File: config.mk
export PLATFORM = sky130hd
export DESIGN_NAME = note_recorder
export DESIGN_NICKNAME = d
export VERILOG_FILES = /design/src/rtl/note_recorder_pkg.sv /design/src/rtl/note_buffer.sv /design/src/rtl/note_recorder.sv
export SDC_FILE = /design/constraint.sdc
export NUM_CORES = 1
export LEC_CHECK = 0
export CAP_MARGIN = 20
export CORE_MARGIN = 5
export CORE_UTILIZATION = 60
export CTS_CLUSTER_SIZE = 28
export DETAILED_ROUTE_END_ITERATION = 16
export GPL_ROUTABILITY_DRIVEN = 0
export PLACE_DENSITY = 0.74
export SKIP_LAST_GASP = 1
export SLEW_MARGIN = 40
export SYNTH_ARGS = -nofsm -noshare
export SYNTH_HDL_FRONTEND = slang
export SYNTH_HIERARCHICAL = 1
export SYNTH_SLANG_ARGS = --single-unit
File: constraint.sdc
create_clock -name CLK -period 4.79 [get_ports CLK]
set_clock_uncertainty 0.2 [all_clocks]
set_input_delay 0.479 -clock CLK [delete_from_list [all_inputs] [get_ports CLK]]
set_output_delay 0.479 -clock CLK [all_outputs]
set_load 0.02 [all_outputs]
File: src/rtl/note_recorder_pkg.sv
// Shared definitions for the note recorder: note codes and FSM state encoding.
package note_recorder_pkg;

  localparam logic [3:0] NOTE_NONE = 4'd0;
  localparam logic [3:0] NOTE_C4   = 4'd1;
  localparam logic [3:0] NOTE_D4   = 4'd2;
  localparam logic [3:0] NOTE_E4   = 4'd3;
  localparam logic [3:0] NOTE_F4   = 4'd4;
  localparam logic [3:0] NOTE_G4   = 4'd5;
  localparam logic [3:0] NOTE_A4   = 4'd6;
  localparam logic [3:0] NOTE_B4   = 4'd7;
  localparam logic [3:0] NOTE_C5   = 4'd8;

  typedef enum logic [1:0] {
    ST_IDLE   = 2'd0,
    ST_RECORD = 2'd1,
    ST_PLAY   = 2'd2
  } rec_state_t;

endpackage

File: src/rtl/note_buffer.sv
// Segment store: single-port RAM with synchronous read, one {note, duration} per entry.
module note_buffer #(
  parameter int unsigned DEPTH = 32,
  parameter int unsigned WIDTH = 10
) (
  input  logic                     CLK,
  input  logic                     we,
  input  logic                     re,
  input  logic [$clog2(DEPTH)-1:0] addr,
  input  logic [WIDTH-1:0]         wdata,
  output logic [WIDTH-1:0]         rdata
);

  logic [WIDTH-1:0] mem [DEPTH];

  // Write has the port when both are requested; read data is registered.
  always_ff @(posedge CLK) begin
    if (we) begin
      mem[addr] <= wdata;
    end else if (re) begin
      rdata <= mem[addr];
    end
  end

endmodule

File: src/rtl/note_recorder.sv
// Record/replay stage in front of the tone selector: captures (note, quarter-beat
// duration) segments while recording and replays them at the same beat rate.
module note_recorder
  import note_recorder_pkg::*;
#(
  parameter int unsigned DEPTH = 32,
  parameter int unsigned DUR_W = 6
) (
  input  logic                     CLK,
  input  logic                     RESET_N,
  input  logic                     QUARTER_BEAT,
  input  logic                     REC,
  input  logic                     PLAY,
  input  logic                     STOP,
  input  logic [3:0]               in_note,
  output logic [3:0]               out_note,
  output logic [1:0]               state,
  output logic [$clog2(DEPTH):0]   count,
  output logic                     full
);

  localparam int unsigned AW = $clog2(DEPTH);
  localparam int unsigned CW = AW + 1;
  localparam int unsigned EW = 4 + DUR_W;
  localparam logic [DUR_W-1:0] DUR_MAX = '1;
  localparam logic [CW-1:0]    DEPTH_C = CW'(DEPTH);

  rec_state_t       st;
  logic [3:0]       cur;
  logic [DUR_W-1:0] dur;
  logic [DUR_W-1:0] rem;
  logic [CW-1:0]    rd;
  logic             fetch;
  logic             load;
  logic [1:0]       pend;

  logic [DUR_W-1:0] dur_tick;
  logic             wr_en;
  logic [EW-1:0]    wr_data;
  logic [EW-1:0]    rd_data;
  logic [AW-1:0]    ram_addr;
  logic             ram_re;
  logic [CW-1:0]    count_inc;
  logic [CW-1:0]    rd_inc;
  logic [3:0]       ld_note;
  logic [DUR_W-1:0] ld_dur;
  logic [DUR_W:0]   eff;
  logic [DUR_W:0]   eff_diff;
  logic             ld_over;
  logic [1:0]       pend_inc;
  logic             seg_done;
  logic             last_seg;

  assign state = st;
  assign full  = (count == DEPTH_C);

  // Segment-close and playback bookkeeping derived from the current cycle.
  always_comb begin
    dur_tick  = (QUARTER_BEAT && dur != DUR_MAX) ? dur + DUR_W'(1) : dur;
    wr_en     = (st == ST_RECORD) && (STOP || in_note != cur) && (dur_tick != '0);
    wr_data   = {cur, dur_tick};
    ram_re    = (st == ST_PLAY) && fetch;
    ram_addr  = (st == ST_RECORD) ? count[AW-1:0] : rd[AW-1:0];
    count_inc = count + CW'(1);
    rd_inc    = rd + CW'(1);
    ld_note   = rd_data[EW-1:DUR_W];
    ld_dur    = rd_data[DUR_W-1:0];
    // Ticks seen while the next entry was being fetched are charged to it on load.
    eff       = (DUR_W+1)'(pend) + (DUR_W+1)'(QUARTER_BEAT);
    eff_diff  = eff - {1'b0, ld_dur};
    ld_over   = (eff >= {1'b0, ld_dur});
    pend_inc  = (QUARTER_BEAT && pend != 2'b11) ? pend + 2'd1 : pend;
    seg_done  = (load && ld_over) ||
                (!fetch && !load && QUARTER_BEAT && rem == DUR_W'(1));
    last_seg  = (rd_inc == count);
  end

  note_buffer #(
    .DEPTH (DEPTH),
    .WIDTH (EW)
  ) u_buffer (
    .CLK   (CLK),
    .we    (wr_en),
    .re    (ram_re),
    .addr  (ram_addr),
    .wdata (wr_data),
    .rdata (rd_data)
  );

  // Control FSM with registered note output and segment counters.
  always_ff @(posedge CLK or negedge RESET_N) begin
    if (!RESET_N) begin
      st       <= ST_IDLE;
      out_note <= NOTE_NONE;
      count    <= '0;
      cur      <= NOTE_NONE;
      dur      <= '0;
      rem      <= '0;
      rd       <= '0;
      fetch    <= 1'b0;
      load     <= 1'b0;
      pend     <= '0;
    end else begin
      case (st)
        ST_IDLE: begin
          out_note <= in_note;
          if (STOP) begin
            // no effect in idle
          end else if (REC) begin
            count <= '0;
            cur   <= in_note;
            dur   <= '0;
            st    <= ST_RECORD;
          end else if (PLAY && count != '0) begin
            rd    <= '0;
            fetch <= 1'b1;
            load  <= 1'b0;
            pend  <= '0;
            st    <= ST_PLAY;
          end
        end

        ST_RECORD: begin
          out_note <= in_note;
          if (wr_en) begin
            count <= count_inc;
          end
          if (STOP) begin
            dur <= '0;
            st  <= ST_IDLE;
          end else if (in_note != cur) begin
            cur <= in_note;
            dur <= '0;
            if (wr_en && count_inc == DEPTH_C) begin
              st <= ST_IDLE;
            end
          end else begin
            dur <= dur_tick;
          end
        end

        ST_PLAY: begin
          if (STOP) begin
            out_note <= NOTE_NONE;
            fetch    <= 1'b0;
            load     <= 1'b0;
            pend     <= '0;
            st       <= ST_IDLE;
          end else begin
            if (fetch) begin
              fetch <= 1'b0;
              load  <= 1'b1;
              pend  <= pend_inc;
            end else if (load) begin
              load     <= 1'b0;
              out_note <= ld_note;
              rem      <= ld_over ? '0 : ld_dur - eff[DUR_W-1:0];
              pend     <= ld_over ? eff_diff[1:0] : 2'd0;
            end else if (QUARTER_BEAT) begin
              rem <= rem - DUR_W'(1);
            end
            if (seg_done) begin
              if (last_seg) begin
                out_note <= NOTE_NONE;
                fetch    <= 1'b0;
                pend     <= '0;
                st       <= ST_IDLE;
              end else begin
                rd    <= rd_inc;
                fetch <= 1'b1;
              end
            end
          end
        end

        default: begin
          st <= ST_IDLE;
        end
      endcase
    end
  end

endmodule

---- Word level (Yosys, flattened, before mapping) ----
Memories as Yosys holds them, arrays and structs flattened. A register that Yosys moved wholly into a read port is not among the register bits.
Index checks and enable logic that the tools add are counted.
cells by class
  add/subtract/negate cells ............... 8
  multipliers ............................. 0
  divide/modulo/power cells ............... 0
  $lt $le $gt $ge ......................... 1
  eq/ne operators ......................... 24
  shift-type cells ........................ 0
  muxes and demuxes ....................... 66
  bitwise gates (word level) .............. 3
  reductions and logical operators ........ 31
operator list
  cell                   number
  $mux W6                15
  $mux W2                19
  $mux W4                9
  $pmux W6 S2            3
  $ne A2 B2 Y1 const B   10
  $add A6 B1 Y6 const B  3
  $pmux W4 S2            2
  $mux W1                13
  $eq A6 B6 Y1 const B   2
  $reduce_and A4 Y1      3
  $reduce_bool A6 Y1     2
  $logic_and A1 B1 Y1    11
  $ne A3 B3 Y1 const B   3
  $reduce_bool A2 Y1     4
  $reduce_and A7 Y1      1
  $eq A6 B1 Y1 const B   1
  $eq A6 B6 Y1           1
  $ge A3 B6 Y1           1
  $ne A3 B2 Y1 const B   2
  $ne A6 B6 Y1 const B   1
  $pmux W2 S3            1
  $reduce_and A6 Y1      1
  $sub A6 B1 Y6 const B  1
  $sub A6 B3 Y6          1
  18 further kinds       23
word-level totals
  bits in registers ....................... 38
  bits in latches ......................... 0
  bits in writable memories ............... 320
  memory bits (read-only) ................. 0
  input bits .............................. 10
  output and inout port bits .............. 13
  logic and storage cells ................. 144
  memories ................................ 1
memories
  name          words  bits a word  rd ports  clocked after Yosys merged registers in  wr ports  line               text
  u_buffer.mem  32     10           1         1                                        1         note_buffer.sv:14  logic [WIDTH-1:0] mem [DEPTH];

---- Depth between registers and ports, before layout ----
  word-level depth ........................ 10
  gate-level depth with buffers ........... 11
  gate-level depth less buffers ........... 10

---- Hierarchy ----
The synthesis kept the hierarchy.
modules (own cells, without submodules)
  module         instances  cells an instance  area an instance (µm²)  sequential area each (µm²)
  note_buffer    1          700                12763.5                 9909.5
  note_recorder  1          332                2781.4                  950.9

---- Worst setup path before layout ----
No wires, ideal clock.
  path type ............................... reg-to-reg
  from .................................... reg dur[0]
  to ...................................... mem u_buffer.mem[24][0] (enable)
  library setup time ...................... 390 ps
  arrival ................................. 2954 ps
  setup slack ............................. 1246 ps
  stages on the path, launching flop included .. 12
  buffers on the path ..................... 3
  period minus slack after synthesis ...... 3544 ps
  cells stage by stage .................... dfrtp_1 > ha_1 > clkbuf_1 > nand3_1 > a21oi_1 > o21a_1 > o211ai_1 > buf_2 > inv_1 > or3b_2 > clkbuf_1 > nor3_1
between the ends
  longest elaborated chain between the ends .. 7
ends and longest elaborated chain
  item                                                                   line                  text
  start: declaration                                                     note_recorder.sv:30   logic [DUR_W-1:0] dur;
  start signal: assignment                                               note_recorder.sv:138  dur <= dur_tick;
  parallel branches: the longest is 2 deep, another holds $add A6 B1 Y6  n/a
  $mux W6 (*)                                                            note_recorder.sv:59   dur_tick = (QUARTER_BEAT && dur != DUR_MAX) ? dur + DUR_W'(1) : dur;
  $reduce_bool A6 Y1 (*)                                                 note_recorder.sv:60   wr_en = (st == ST_RECORD) && (STOP || in_note != cur) && (dur_tick != '0);
  $logic_and A1 B1 Y1 (*)                                                note_recorder.sv:60
  via wr_en                                                              note_recorder.sv:38   logic wr_en;
  $mux W1 (*)                                                            note_buffer.sv:18     if (we) begin
  $mux W1 (not written as such) (*)                                      note_buffer.sv:19     mem[addr] <= wdata;
  end: declaration                                                       note_buffer.sv:14
Mark *: on every way through the listed nets, which the timed path passes.

---- Worst setup path after layout ----
  from .................................... reg st[1], in the netlist state[1]
  to ...................................... reg u_buffer.rdata[0], read port of u_buffer.mem, data pin
RTL lines
  item                      line                  text
  start: declaration        note_recorder.sv:28   rec_state_t st;
  start signal: assignment  note_recorder.sv:93   st <= ST_IDLE;
  start signal: assignment  note_recorder.sv:113  st <= ST_RECORD;
  start signal: assignment  note_recorder.sv:119  st <= ST_PLAY;
  $eq A2 B1 Y1              note_recorder.sv:63   ram_addr = (st == ST_RECORD) ? count[AW-1:0] : rd[AW-1:0];
  $mux W5                   note_recorder.sv:63
  via ram_addr[1]           note_recorder.sv:41   logic [AW-1:0] ram_addr;
  end: declaration          note_buffer.sv:11     output logic [WIDTH-1:0] rdata
The timed path passes the listed nets, and every way through them passes these cells.
A chain may end at the register's enable or synchronous reset.

==> flow_results.xml <==
<?xml version="1.0" encoding="UTF-8"?>
<metrics>
  <group name="outcome">
    <metric name="status" unit="">finished, final reports clean</metric>
  </group>
  <group name="clock_tree">
    <metric name="htreeDepth" unit="">2</metric>
    <metric name="cts_tree" unit="">built</metric>
    <metric name="post_cts.repair.setup_buffers" unit="">0</metric>
    <metric name="clock_sink_count" unit="">368</metric>
    <metric name="cts.reportedPaths.clkPinSlew" unit="ns">0.07</metric>
    <metric name="clk_path_buf_depth" unit="">3</metric>
    <metric name="clk-insertion-delay-late" unit="ns">0.53</metric>
    <metric name="number_of_buffers_inserted_during_clock_tree_synthesis" unit="">37</metric>
    <metric name="clock_tree.root_cell" unit="">sky130_fd_sc_hd__clkbuf_16</metric>
  </group>
  <group name="run">
    <metric name="maxCapViolations" unit="">0</metric>
  </group>
  <group name="yosys">
    <metric name="synth.largest_area_cell" unit="">sky130_fd_sc_hd__edfxtp_1</metric>
    <metric name="post_synth_num_cell_types" unit="">60</metric>
    <metric name="synth_enable_flop_cells" unit="">330</metric>
    <metric name="synth_seq_area_share" unit="">0.699</metric>
    <metric name="async_flop_share" unit="">0.103</metric>
    <metric name="postSynthAreaPerCell" unit="um^2">15.1</metric>
    <metric name="synth_nets" unit="">1057</metric>
    <metric name="synth.area.top_cells" unit="">sky130_fd_sc_hd__edfxtp_1, sky130_fd_sc_hd__mux2i_1, sky130_fd_sc_hd__dfrtp_1</metric>
    <metric name="most_instantiated_library_cell_after_synthesis" unit="">sky130_fd_sc_hd__edfxtp_1</metric>
    <metric name="synthTopCellsByCount" unit="">sky130_fd_sc_hd__edfxtp_1, sky130_fd_sc_hd__mux2i_1, sky130_fd_sc_hd__o22ai_1</metric>
    <metric name="synthesis.instances" unit="">1032</metric>
    <metric name="synth.top_cell.area_share" unit="">0.637</metric>
    <metric name="synth.cell_area" unit="mm^2">0.0155</metric>
    <metric name="yosys_warnings" unit="">6</metric>
    <metric name="synth.ff_latch_count" unit="">368</metric>
    <metric name="synth_top_flop_cell" unit="">sky130_fd_sc_hd__edfxtp_1</metric>
  </group>
  <group name="placement">
    <metric name="place_hpwl" unit="um">22000</metric>
    <metric name="dpl.cell_count" unit="">1381</metric>
    <metric name="placement.io_buffers" unit="">22</metric>
  </group>
  <group name="routing">
    <metric name="wl_per_cell" unit="um">23.9</metric>
    <metric name="routed_wirelength" unit="um">34600</metric>
    <metric name="dr.first_iter.drc_count" unit="">921</metric>
    <metric name="vias_per_cell" unit="">6.35</metric>
    <metric name="ant_nets" unit="">0</metric>
    <metric name="drc_errors" unit="">0</metric>
    <metric name="num_vias" unit="">9203</metric>
    <metric name="firstDrtPassIters" unit="">6</metric>
  </group>
  <group name="worst_setup_path">
    <metric name="worst-path-buf-inv" unit="">2</metric>
    <metric name="cp-end-kind" unit="">flop</metric>
    <metric name="startpoint_type" unit="">flop</metric>
    <metric name="crit_top_cell" unit="">sky130_fd_sc_hd__buf_4</metric>
    <metric name="worstPathCellList" unit="">nand2b_1 -&gt; o21ai_4 -&gt; buf_4 -&gt; buf_4 -&gt; mux2i_1 -&gt; o22ai_1 -&gt; nor4_1 -&gt; nand2_1</metric>
    <metric name="worst-path-max-fanout" unit="">26</metric>
    <metric name="arrival" unit="ns">4.14</metric>
    <metric name="critPathKind" unit="">reg2reg</metric>
    <metric name="slowest_delay" unit="ns">0.68</metric>
    <metric name="crit_path_top_delay_cell" unit="">sky130_fd_sc_hd__nor4_1</metric>
    <metric name="critical-path-top-delay-family" unit="">simple AND/OR/NAND/NOR gates</metric>
    <metric name="data_required_critical_path" unit="ns">4.83</metric>
  </group>
  <group name="pwr">
    <metric name="vdd_drop_max" unit="mV">0.409</metric>
    <metric name="static-leakage-power" unit="nW">5.68</metric>
    <metric name="power_per_cell_area" unit="mW/mm^2">418</metric>
  </group>
  <group name="floorplan">
    <metric name="die_height" unit="um">171</metric>
    <metric name="row_count" unit="">59</metric>
    <metric name="design.portCount" unit="">23</metric>
    <metric name="die_w" unit="um">171</metric>
    <metric name="area_enclosed_by_the_die_boundary" unit="mm^2">0.0292</metric>
    <metric name="floorplan.core_area" unit="mm^2">0.0258</metric>
    <metric name="start_util" unit="">0.603</metric>
  </group>
  <group name="timing">
    <metric name="slew-limit-headroom" unit="">0.426</metric>
    <metric name="grt_setup_unrepaired" unit="">false</metric>
    <metric name="setup-tns-final" unit="ns">0</metric>
    <metric name="setup_violations" unit="">0</metric>
    <metric name="maxClockFrequency" unit="MHz">244</metric>
    <metric name="final-hold-violation-count" unit="">0</metric>
    <metric name="finalMaxSlewViolations" unit="">0</metric>
    <metric name="finalCriticalPeriod" unit="ns">4.09</metric>
    <metric name="max_slew.worst_pin.slew" unit="ns">0.853</metric>
    <metric name="final_cycle_utilization_of_the_critical_path" unit="">0.854</metric>
  </group>
  <group name="global_routing">
    <metric name="residual_overflow_from_global_routing" unit="">0</metric>
    <metric name="grt_first_pass_wirelength" unit="um">53200</metric>
    <metric name="grt_resource_usage_total" unit="">0.240</metric>
    <metric name="grt_antenna_before_repair" unit="">0</metric>
    <metric name="via_count_of_the_first_global_routing_pass" unit="">8943</metric>
    <metric name="grt_max_degree" unit="">65</metric>
  </group>
  <group name="finish">
    <metric name="fin_cells" unit="">1450</metric>
    <metric name="final_layout_size_suffix_gt1_frac" unit="">0.106</metric>
    <metric name="synthToLayoutAreaGrowth" unit="%">12.4</metric>
    <metric name="nets" unit="">1111</metric>
  </group>
  <group name="worst_hold_path">
    <metric name="min-delay-path-class" unit="">in2async</metric>
  </group>
</metrics>
-- cell families (layout without fill, tap and decap cells) --
logic type,Yosys count,in the layout,share of synthesized area
flip-flops,368,368,0.699
AND/OR/NAND/NOR,213,213,0.0758
AO/OA/AOI/OAI,174,174,0.0729
multiplexers,165,165,0.107
buffers and inverters,79,161,0.0233
XOR/XNOR,18,18,0.0101
adder cells (fa/ha/maj),15,15,0.0126
other,0,1,0
-- report_power, final --
part	switching, mW	internal (mW)	leakage, nW
Sequential	0.0959	3.64	3.56
Clock	1.16	1.49	0.532
Combinational	0.601	0.319	1.59
Total	1.86	5.45	5.68
-- final timing paths --
kind                       slack, ns               from  depth (start not counted)           endpoint
min in group CLK                0.29  u_buffer/rdata[7]                          1        out_note[1]
hold reg to reg                 0.29  u_buffer/rdata[7]                          1        out_note[1]
setup reg to reg                0.70           state[1]                          8  u_buffer/rdata[0]
hold / removal                  0.26            RESET_N                          2           count[5]
max in group asynchronous       3.75            RESET_N                          2             rem[5]
setup / recovery                0.70           state[1]                          8  u_buffer/rdata[0]
-- routing by layer --
layer	vias up	global-route usage	wire length (um)
met4	0	0.0730	903
met1	4612	0.351	14900
met5	-	0	0
met3	59	0.0499	2700
met2	363	0.370	16100
li1	4169	-	-
-- worst register-to-register path, cell delays in order (launching register included) --
cell                       delay, ns
sky130_fd_sc_hd__dfrtp_1        0.56
sky130_fd_sc_hd__nand2b_1       0.35
sky130_fd_sc_hd__o21ai_4        0.65
sky130_fd_sc_hd__buf_4          0.54
sky130_fd_sc_hd__buf_4          0.33
sky130_fd_sc_hd__mux2i_1        0.26
sky130_fd_sc_hd__o22ai_1        0.11
sky130_fd_sc_hd__nor4_1         0.68
sky130_fd_sc_hd__nand2_1        0.13
-- registers in the layout, indices dropped and copies added, names as in the netlist --
name and cells:
count 6, state 2, load 1, pend 2, dur 6, rd 6
u_buffer/mem 320, rem 6, out_note 4, u_buffer/rdata 10, fetch 1, cur 4
-- metrics by stage --
stage               total power [mW]  utilization  worst slack (ns)  hold WS, ns  cell area [um^2]
floorplan                       4.38            -              1.25      -0.0166             15500
global placement                4.68        0.633             0.934        0.280             16300
detailed placement              4.70        0.634             0.835        0.277             16300
CTS                             7.33        0.677             0.803        0.265             17400
global route                    7.58        0.678             0.443        0.308             17500
finish                          7.30        0.678             0.698        0.260             17500
-- final cells by class --
type	count	area, um^2
Antenna cell	1	2.50
Clock buffer	47	963
Clock inverter	20	138
Fill cell	1731	8300
Inverter	22	82.6
Multi-Input combinational cell	585	4380
Sequential cell	368	10900
Tap cell	335	419
Timing Repair Buffer	72	621
-- placed cells by master, fill, tap and decap left out, types with 5 or more instances in the layout --
master and n:
sky130_fd_sc_hd__nor3_1 14, sky130_fd_sc_hd__ha_1 14, sky130_fd_sc_hd__dfrtp_1 38, sky130_fd_sc_hd__inv_1 22, sky130_fd_sc_hd__o21ai_0 27, sky130_fd_sc_hd__xor2_1 9
sky130_fd_sc_hd__nand4bb_1 6, sky130_fd_sc_hd__xnor2_1 8, sky130_fd_sc_hd__mux2i_1 161, sky130_fd_sc_hd__nand2_1 44, sky130_fd_sc_hd__nand2b_1 6, sky130_fd_sc_hd__clkbuf_16 37
sky130_fd_sc_hd__or3_1 6, sky130_fd_sc_hd__and3_1 5, sky130_fd_sc_hd__nor4_1 26, sky130_fd_sc_hd__edfxtp_1 330, sky130_fd_sc_hd__a21oi_1 9, sky130_fd_sc_hd__nor2_1 43
sky130_fd_sc_hd__clkinv_1 10, sky130_fd_sc_hd__clkdlybuf4s50_1 21, sky130_fd_sc_hd__clkbuf_1 10, sky130_fd_sc_hd__nor2b_1 11, sky130_fd_sc_hd__o22ai_1 85, sky130_fd_sc_hd__buf_4 48
sky130_fd_sc_hd__a22o_1 7, sky130_fd_sc_hd__nand3_1 22, sky130_fd_sc_hd__o211ai_1 7
-- repair_timing --
item / in CTS / in global routing
gates resized for setup: 0 / 0
hold endpoints to repair: 38 / 0
hold buffers: 1 / 0
Power figures use the tool's default switching activity.
